==> config.mk <==
export PLATFORM = sky130hd
export DESIGN_NAME = ladybird_debug_injector
export DESIGN_NICKNAME = d
export VERILOG_FILES = /design/src/rtl/ladybird_debug_injector.sv
export SDC_FILE = /design/constraint.sdc
export NUM_CORES = 1
export LEC_CHECK = 0
export ABC_CLOCK_PERIOD_IN_PS = 5300
export CAP_MARGIN = 10
export CORE_UTILIZATION = 31
export CTS_CLUSTER_SIZE = 20
export DETAILED_ROUTE_END_ITERATION = 16
export GPL_TIMING_DRIVEN = 0
export PLACE_DENSITY = 0.51
export SETUP_SLACK_MARGIN = 0.3
export SYNTH_ARGS = -nofsm -noshare
export SYNTH_HDL_FRONTEND = slang
export SYNTH_SLANG_ARGS = --single-unit
==> constraint.sdc <==
create_clock -name clk -period 5.3 [get_ports clk]
set_input_delay 0.795 -clock clk [delete_from_list [all_inputs] [get_ports clk]]
set_output_delay 0.795 -clock clk [all_outputs]
set_load 0.01 [all_outputs]
==> src/rtl/ladybird_debug_injector.sv <==
// ladybird_debug_injector: turns host debug commands (register read/write,
// byte memory read/write) into short RV32I sequences fed one at a time into
// a halted core's injection port, one outstanding instruction and one
// command in flight at a time.
// Optional feature macro: LADYBIRD_INJECT_TIMEOUT_EN bounds every retire
// wait to TIMEOUT cycles and aborts the command with an error when it expires.
module ladybird_debug_injector #(
  parameter logic [4:0] SCRATCH0 = 5'd30,
  parameter logic [4:0] SCRATCH1 = 5'd31,
  parameter int         TIMEOUT  = 1024
) (
  input  logic        clk,
  input  logic        rst,
  input  logic        cmd_valid,
  output logic        cmd_ready,
  input  logic [1:0]  cmd_op,
  input  logic [4:0]  cmd_regno,
  input  logic [31:0] cmd_addr,
  input  logic [31:0] cmd_data,
  output logic        rsp_valid,
  input  logic        rsp_ready,
  output logic [31:0] rsp_data,
  output logic        rsp_error,
  input  logic        core_halted,
  output logic        inst_valid,
  input  logic        inst_ready,
  output logic [31:0] inst,
  input  logic        retire_valid,
  input  logic [31:0] retire_data
);

  typedef enum logic [1:0] {IDLE, ISSUE, WAIT, RESP} state_t;

  localparam logic [1:0] OP_REG_READ   = 2'd0;
  localparam logic [1:0] OP_REG_WRITE  = 2'd1;
  localparam logic [1:0] OP_MEM_READ_B = 2'd2;

  localparam logic [6:0] OPC_LUI   = 7'b0110111;
  localparam logic [6:0] OPC_OPIMM = 7'b0010011;
  localparam logic [6:0] OPC_LOAD  = 7'b0000011;
  localparam logic [6:0] OPC_STORE = 7'b0100011;

  // RV32I instruction constructors
  function automatic logic [31:0] enc_lui(input logic [4:0] rd, input logic [19:0] imm);
    return {imm, rd, OPC_LUI};
  endfunction

  function automatic logic [31:0] enc_addi(input logic [4:0] rd, input logic [4:0] rs1,
                                           input logic [11:0] imm);
    return {imm, rs1, 3'b000, rd, OPC_OPIMM};
  endfunction

  function automatic logic [31:0] enc_lb(input logic [4:0] rd, input logic [4:0] rs1,
                                         input logic [11:0] imm);
    return {imm, rs1, 3'b000, rd, OPC_LOAD};
  endfunction

  function automatic logic [31:0] enc_sb(input logic [4:0] rs2, input logic [4:0] rs1,
                                         input logic [11:0] imm);
    return {imm[11:5], rs2, rs1, 3'b000, imm[4:0], OPC_STORE};
  endfunction

  // One half of a 32-bit constant load: LUI of the biased upper part, then
  // ADDI of the low 12 bits. The +0x800 bias cancels ADDI's sign extension.
  function automatic logic [31:0] ld_step(input logic [4:0] r, input logic [31:0] v,
                                          input logic second);
    logic [31:0] biased;
    biased = v + 32'h0000_0800;
    if (second) return enc_addi(r, r, v[11:0]);
    return enc_lui(r, biased[31:12]);
  endfunction

  state_t      state_reg, state_next;
  logic [3:0]  step_reg, step_next;
  logic [1:0]  op_reg, op_next;
  logic [4:0]  regno_reg, regno_next;
  logic [31:0] addr_reg, addr_next;
  logic [31:0] data_reg, data_next;
  logic [31:0] save0_reg, save0_next;
  logic [31:0] save1_reg, save1_next;
  logic [31:0] rsp_data_reg, rsp_data_next;
  logic        rsp_error_reg, rsp_error_next;

  logic [31:0] cur_inst;
  logic        step_last;
  logic        cap_rsp;
  logic        cap_save0;
  logic        cap_save1;

`ifdef LADYBIRD_INJECT_TIMEOUT_EN
  localparam logic [31:0] TIMEOUT_LAST = 32'(TIMEOUT - 1);
  logic [31:0] tmo_reg, tmo_next;
`else
  logic unused_timeout;
  assign unused_timeout = (TIMEOUT != 0);
`endif

  // Decode the current step of the latched op into an instruction and its flags
  always_comb begin
    cur_inst  = '0;
    step_last = 1'b0;
    cap_rsp   = 1'b0;
    cap_save0 = 1'b0;
    cap_save1 = 1'b0;
    case (op_reg)
      OP_REG_READ: begin
        cur_inst  = enc_addi(regno_reg, regno_reg, 12'h000);
        cap_rsp   = 1'b1;
        step_last = 1'b1;
      end
      OP_REG_WRITE: begin
        cur_inst  = ld_step(regno_reg, data_reg, step_reg[0]);
        step_last = (step_reg == 4'd1);
      end
      OP_MEM_READ_B: begin
        case (step_reg)
          4'd0: begin
            cur_inst  = enc_addi(SCRATCH0, SCRATCH0, 12'h000);
            cap_save0 = 1'b1;
          end
          4'd1: cur_inst = ld_step(SCRATCH0, addr_reg, 1'b0);
          4'd2: cur_inst = ld_step(SCRATCH0, addr_reg, 1'b1);
          4'd3: begin
            cur_inst = enc_lb(SCRATCH0, SCRATCH0, 12'h000);
            cap_rsp  = 1'b1;
          end
          4'd4: cur_inst = ld_step(SCRATCH0, save0_reg, 1'b0);
          default: begin
            cur_inst  = ld_step(SCRATCH0, save0_reg, 1'b1);
            step_last = 1'b1;
          end
        endcase
      end
      default: begin  // MEM_WRITE_B
        case (step_reg)
          4'd0: begin
            cur_inst  = enc_addi(SCRATCH0, SCRATCH0, 12'h000);
            cap_save0 = 1'b1;
          end
          4'd1: begin
            cur_inst  = enc_addi(SCRATCH1, SCRATCH1, 12'h000);
            cap_save1 = 1'b1;
          end
          4'd2: cur_inst = ld_step(SCRATCH0, addr_reg, 1'b0);
          4'd3: cur_inst = ld_step(SCRATCH0, addr_reg, 1'b1);
          4'd4: cur_inst = enc_addi(SCRATCH1, 5'd0, {4'h0, data_reg[7:0]});
          4'd5: cur_inst = enc_sb(SCRATCH1, SCRATCH0, 12'h000);
          4'd6: cur_inst = ld_step(SCRATCH0, save0_reg, 1'b0);
          4'd7: cur_inst = ld_step(SCRATCH0, save0_reg, 1'b1);
          4'd8: cur_inst = ld_step(SCRATCH1, save1_reg, 1'b0);
          default: begin
            cur_inst  = ld_step(SCRATCH1, save1_reg, 1'b1);
            step_last = 1'b1;
          end
        endcase
      end
    endcase
  end

  // Next-state logic: command latch, issue/retire handshakes and response
  always_comb begin
    state_next     = state_reg;
    step_next      = step_reg;
    op_next        = op_reg;
    regno_next     = regno_reg;
    addr_next      = addr_reg;
    data_next      = data_reg;
    save0_next     = save0_reg;
    save1_next     = save1_reg;
    rsp_data_next  = rsp_data_reg;
    rsp_error_next = rsp_error_reg;
`ifdef LADYBIRD_INJECT_TIMEOUT_EN
    tmo_next       = tmo_reg;
`endif
    case (state_reg)
      IDLE: begin
        if (cmd_valid) begin
          op_next    = cmd_op;
          regno_next = cmd_regno;
          addr_next  = cmd_addr;
          data_next  = cmd_data;
          step_next  = '0;
          if (core_halted) begin
            state_next     = ISSUE;
            rsp_error_next = 1'b0;
            rsp_data_next  = (cmd_op == OP_REG_WRITE) ? cmd_data : 32'h0;
          end else begin
            state_next     = RESP;
            rsp_error_next = 1'b1;
            rsp_data_next  = 32'h0;
          end
        end
      end
      ISSUE: begin
        if (!core_halted) begin
          state_next     = RESP;
          rsp_error_next = 1'b1;
          rsp_data_next  = 32'h0;
        end else if (inst_ready) begin
          state_next = WAIT;
`ifdef LADYBIRD_INJECT_TIMEOUT_EN
          tmo_next   = '0;
`endif
        end
      end
      WAIT: begin
        if (retire_valid) begin
          if (cap_save0) save0_next = retire_data;
          if (cap_save1) save1_next = retire_data;
          if (cap_rsp) rsp_data_next = retire_data;
          if (step_last) begin
            state_next = RESP;
          end else begin
            step_next  = step_reg + 4'd1;
            state_next = ISSUE;
          end
        end
`ifdef LADYBIRD_INJECT_TIMEOUT_EN
        else if (tmo_reg == TIMEOUT_LAST) begin
          state_next     = RESP;
          rsp_error_next = 1'b1;
          rsp_data_next  = 32'h0;
        end else begin
          tmo_next = tmo_reg + 32'd1;
        end
`endif
      end
      RESP: begin
        if (rsp_ready) begin
          state_next = IDLE;
          step_next  = '0;
        end
      end
      default: state_next = IDLE;
    endcase
  end

  // State and datapath registers
  always_ff @(posedge clk or posedge rst) begin
    if (rst) begin
      state_reg     <= IDLE;
      step_reg      <= '0;
      op_reg        <= '0;
      regno_reg     <= '0;
      addr_reg      <= '0;
      data_reg      <= '0;
      save0_reg     <= '0;
      save1_reg     <= '0;
      rsp_data_reg  <= '0;
      rsp_error_reg <= 1'b0;
`ifdef LADYBIRD_INJECT_TIMEOUT_EN
      tmo_reg       <= '0;
`endif
    end else begin
      state_reg     <= state_next;
      step_reg      <= step_next;
      op_reg        <= op_next;
      regno_reg     <= regno_next;
      addr_reg      <= addr_next;
      data_reg      <= data_next;
      save0_reg     <= save0_next;
      save1_reg     <= save1_next;
      rsp_data_reg  <= rsp_data_next;
      rsp_error_reg <= rsp_error_next;
`ifdef LADYBIRD_INJECT_TIMEOUT_EN
      tmo_reg       <= tmo_next;
`endif
    end
  end

  assign cmd_ready  = (state_reg == IDLE);
  assign inst_valid = (state_reg == ISSUE) && core_halted;
  assign inst       = inst_valid ? cur_inst : 32'h0;
  assign rsp_valid  = (state_reg == RESP);
  assign rsp_data   = rsp_data_reg;
  assign rsp_error  = rsp_error_reg;

endmodule

# == After elaboration in Yosys (flattened, before gate mapping) ==
# Cells that the tools add are included.
# totals
regBits,174
input_bits,110
output_inout_bits,68
wordCells,110
# classes
add_sub_neg,5
n_eq_ne,21
muxes,56
reduce_logical,18
# ops
cell,count
$mux 32,14
$pmux 32 s9,1
$pmux 32 s3,2
$pmux 32 s5,1
$add 32x12->32 const B,4
$mux 1,22
$eq 4x3->1 const B,4
$mux 4,4
$mux 2,7
$pmux 4 s3,1
$ne 2x2->1 const B,5
$reduce_and 5->1,2
$reduce_and 3->1,3
$reduce_or 9->1,1
$eq 4x2->1 const B,2
$pmux 2 s4,1
$eq 2x1->1 const B,3
$eq 2x2->1 const B,3
$reduce_bool 3->1,2
$reduce_or 5->1,1
$add 4x1->4 const B,1
$eq 4x1->1 const B,1
$eq 4x4->1 const B,1
$logic_not 2->1,2
other kinds (11),12

# == Logic depth before layout (Yosys ltp) ==
# logic_depth
word_depth,8
depth_mapped,10
depth_no_buf,8

# == Least setup slack after synthesis ==
# No wires, ideal clock.
# synth_timing
kind,flip-flop to output port
from,register step_reg[1]
to,output inst[26]
t_arrival_ns,2.364
t_required_ns,4.505
slack_ns,2.141
path_stages_with_launch,10
n_path_buf,2
path_cell_list,dfrtp_1 -> inv_1 -> ha_1 -> clkbuf_1 -> or3b_2 -> clkbuf_1 -> or3_1 -> nand3_1 -> o211ai_1 -> a311oi_1
# synth_between
elab_chain_len,4
word_cells_on_any_way,13
classes_between,8 x eq/ne; 4 x mux; 1 x reduce/logical
# synth_rtl
item,line_no,source
"start, declared",74,"logic [3:0] step_reg, step_next;"
"start signal, assigned",256,step_reg <= step_next;
"$eq 4x4->1, or another cell as far along",135,case (step_reg)
$pmux 32 s9 or $pmux 32 s5 (tied branches),"135, 116",
$pmux 32 s3 (*),105,case (op_reg)
$mux 32 (*),273,assign inst = inst_valid ? cur_inst : 32'h0;
"end, declared",27,"output logic [31:0] inst,"
# Every way passes the cells marked *; elsewhere a longest branch is shown, timed or not.

# == Worst setup path after layout ==
# layout_timing
from,register step_reg[0]
to,output inst[24]
# layout_between
elab_chain_len,5
word_cells_on_any_way,16
classes_between,8 x eq/ne; 7 x mux; 1 x reduce/logical
# layout_rtl
item,line_no
"parallel branches: the longest is 3 deep, another holds $pmux 32 s9",-
$pmux 32 s3 (*),105
$mux 32 (*),273
# Mark *: on every way between the ends. The select of a mux whose other input is x is not followed.

==> metrics.md <==
| Metric | Value |
|---|---|
| Status | finished, final reports clean |
| Startpoint types | flop |
| Port Buffers | 175 |
| Setup violators final | 0 |
| Met3 Wirelength | 2407 µm |
| CTS tree | built |
| FF+latch count, synth | 174 |
| First-pass GRT wire length | 60600 µm |
| IO Count | 178 |
| Residual DRC count | 0 |
| Fmax | 203.8 MHz |
| Bufs and invs on worst path | 4 |
| GRT Residual Overflow | 0 |
| CTS root buf | clkbuf_16 |
| Pwr per Cell Area | 565.5 nW/µm² |
| Top sig layer | met4 |
| VDD IR max | 257.1 µV |
| Post-Synthesis Cell Area | 10410 µm² |
| Placed cell area | 12820 µm² |
| Crit path max fanout | 10 |
| FF-to-FF setup slack | 1760 ps |
| Post-synth top area share | 41.82% |
| Clk_lat worst skew | 460 ps |
| Ys Warns | 0 |
| Distinct cells, synth | 78 |
| Via count | 9552 |
| Crit. End Element | output port |
| Sink Count | 174 |
| Post-CTS Setup Inserts | 0 |
| Routed length per instance | 24.04 µm |
| Area Growth Syn to Fin | 29.17% |
| Chip height | 185.3 µm |
| Gr usage total | 24.47% |
| Final Cell Area | 13450 µm² |
| Starting DRC count in detailed routing | 785 |
| Asr flop ratio synth | 100.0% |
| Clk slew on worst S/H paths | 70 ps |
| Leak | 0.005120 µW |
| Ant. Diodes | 0 |
| CTS Buffer Depth | 2 |
| Crit path time final | 4908 ps |
| Vias per cell | 5.576 |
| Layout Cells excl Fill | 1713 |
| Final wirelength | 41180 µm |
| Cell family with most CP delay | buffers and inverters |
| Post-synth top cells | dfrtp_1, mux2_2, nand2_1 |
| Worst clock skew | 9.404 ps |
| Final hold violations | 0 |
| Setup TNS | 0 ps |
| WS Path Type | flop to output port |
| Unrepaired setup endpoints after global routing | true |
| Post-Syn Area per Cell | 9.840 µm² |
| Post-route ant nets | 0 |
| Final #Nets | 1380 |
| Hold Path Class | flop to flop |
| Top post-synthesis cells by area | dfrtp_1, mux2_2, o21ai_0 |
| CP Data Required Time | 4510 ps |
| Num CTS Buffers | 17 |
| Crit-path cells | inv_1, ha_1, clkbuf_1, nor4_2, or3_1, clkbuf_8, a22oi_1, a31oi_1, a311oi_1, a211oi_2, clkdlybuf4s50_1 |
| Dominant cell by count in the synthesized netlist | dfrtp_1 |
| Sequential share of the synthesized area | 41.82% |
| Max-slew violation count | 0 |
| M1 WL | 18310 µm |
| Final GP Congestion | 0.9904 |
| H-Tree Depth | 4 |
| Largest net degree at the start of global routing | 41 |
| Worst-Margin Slew | 1311 ps |
| Max_slew headroom | 11.98% |
| Area leader, netlist | dfrtp_1 |
| Final HPWL DP | 32370 µm |
| DIE AREA | 34320 µm² |
| Mapped Cells | 1058 |
| Initial antenna violation count | 0 |
| Fillers | 3270 |
| Num rows | 66 |
| Share of cells above drive strength 1 | 16.99% |
| Vias in the first global route | 9171 |
| Initial Utilization | 31.76% |
| Core box area | 32780 µm² |
| WL met2 | 19370 µm |
| Detailed-routing iteration count for the pre-antenna-repair pass | 6 |
| Crit path DAT | 4110 ps |
| Tcrit/Tclk final | 92.60% |
| Die width | 185.3 µm |
| Crit path max-delay cell type | clkdlybuf4s50_1 |
| Placed cell count | 1681 |
| EDFF count, synth | 0 |
| CP peak stage delay | 610 ps |
| Hold_buf cts | 0 |
| Most used DFF post-synth | dfrtp_1 |
| Max-cap violations | 0 |
final cells by class:
type                            count  area [µm²]  area share, %
Buffer                             71       347.8          2.587
Clock buffer                       19       442.9          3.294
Clock inverter                     13       153.9          1.144
Inverter                           19       75.07         0.5582
Multi-Input combinational cell    795        5684          42.27
Sequential cell                   174        4354          32.38
Tap cell                          442       553.0          4.112
Timing Repair Buffer              180        1837          13.66
worst reg2reg max path: stages, from the launching register on:
cell,delay (ps)
dfrtp_1,420
inv_1,80
ha_1,220
nand2_1,450
clkinv_1,650
nor3_1,400
o21ai_1,510
clkbuf_1,470
o21ai_0,260
timing repair:
action,CTS,global route
gates cloned,0,0
setup endpoints to repair,4,6
pin swaps,1,0
resized for setup,3,6
logic make-up (layout without fill, tap and decap cells):
logic type	Yosys count	after routing	share of synthesized area [%]
adders and majority gates	12	12	1.442
buffers and inverters	90	302	4.002
other	1	2	0.03602
DFF	174	174	41.82
xor gates and xnor gates	64	64	5.384
AOI/OAI and AO/OA	268	268	17.32
and+or+nand+nor	313	313	15.35
muxes	136	136	14.65
metrics by stage:
| stage | hold WS [ps] | total power, µW | utilization [%] | setup WS [ps] |
|---|---|---|---|---|
| 2_1_floorplan | 479.4 | 4648 | - | 2141 |
| 3_3_place_gp | 466.2 | 6167 | 38.81 | 615.5 |
| 3_5_place_dp | 470.2 | 6197 | 39.10 | 664.5 |
| 4_1_cts | 485.3 | 7555 | 40.95 | 324.6 |
| 5_1_grt | 508.3 | 8012 | 41.02 | 287.3 |
| 6_report | 480.3 | 7605 | 41.02 | 392.1 |
cell usage in the layout, fill, tap and decap left out, types with 5 or more instances in the layout:
cell,n
inv_1,15
clkinvlp_4,5
or2_2,6
or3_1,5
a221o_1,5
clkbuf_1,48
o21ai_0,82
and3_1,8
xor2_1,26
a221oi_1,11
o211ai_1,8
o221ai_1,9
a21oi_1,36
nor2_1,56
buf_4,5
nand3_1,36
o2111ai_1,5
nor4_1,8
a211oi_1,8
dfrtp_1,174
nor3_1,24
nand2_1,99
clkbuf_16,17
and4_1,10
clkdlybuf4s50_1,175
nor2b_1,7
mux2i_1,5
xnor2_1,38
a22oi_1,44
buf_2,10
nand4_1,22
o31ai_1,5
a31oi_1,5
ha_1,12
mux2_2,131
o22ai_1,9
power breakdown:
group	internal, µW	switching (µW)
Sequential	1910	736
Clock	717	610
Combinational	1520	2120
final timing paths:
check | startpoint | end | cells after the start
max in group asynchronous | rst | regno_reg[1] | 5
worst min register to register | rsp_data[3] | rsp_data[3] | 2
worst max register to register | state_reg[1] | rsp_data[12] | 8
worst min-delay path | rsp_data[3] | rsp_data[3] | 2
min in group asynchronous | rst | rsp_data[4] | 2
worst max-delay path | step_reg[0] | inst[24] | 11
routing by layer:
layer / global-route usage, % / up-vias
met2: 39.46 / 381
met1: 33.09 / 4782
met3: 3.657 / 55
met5: 0 / -
met4: 8.694 / 0
li1: - / 4334
Power figures use the tool's default switching activity.
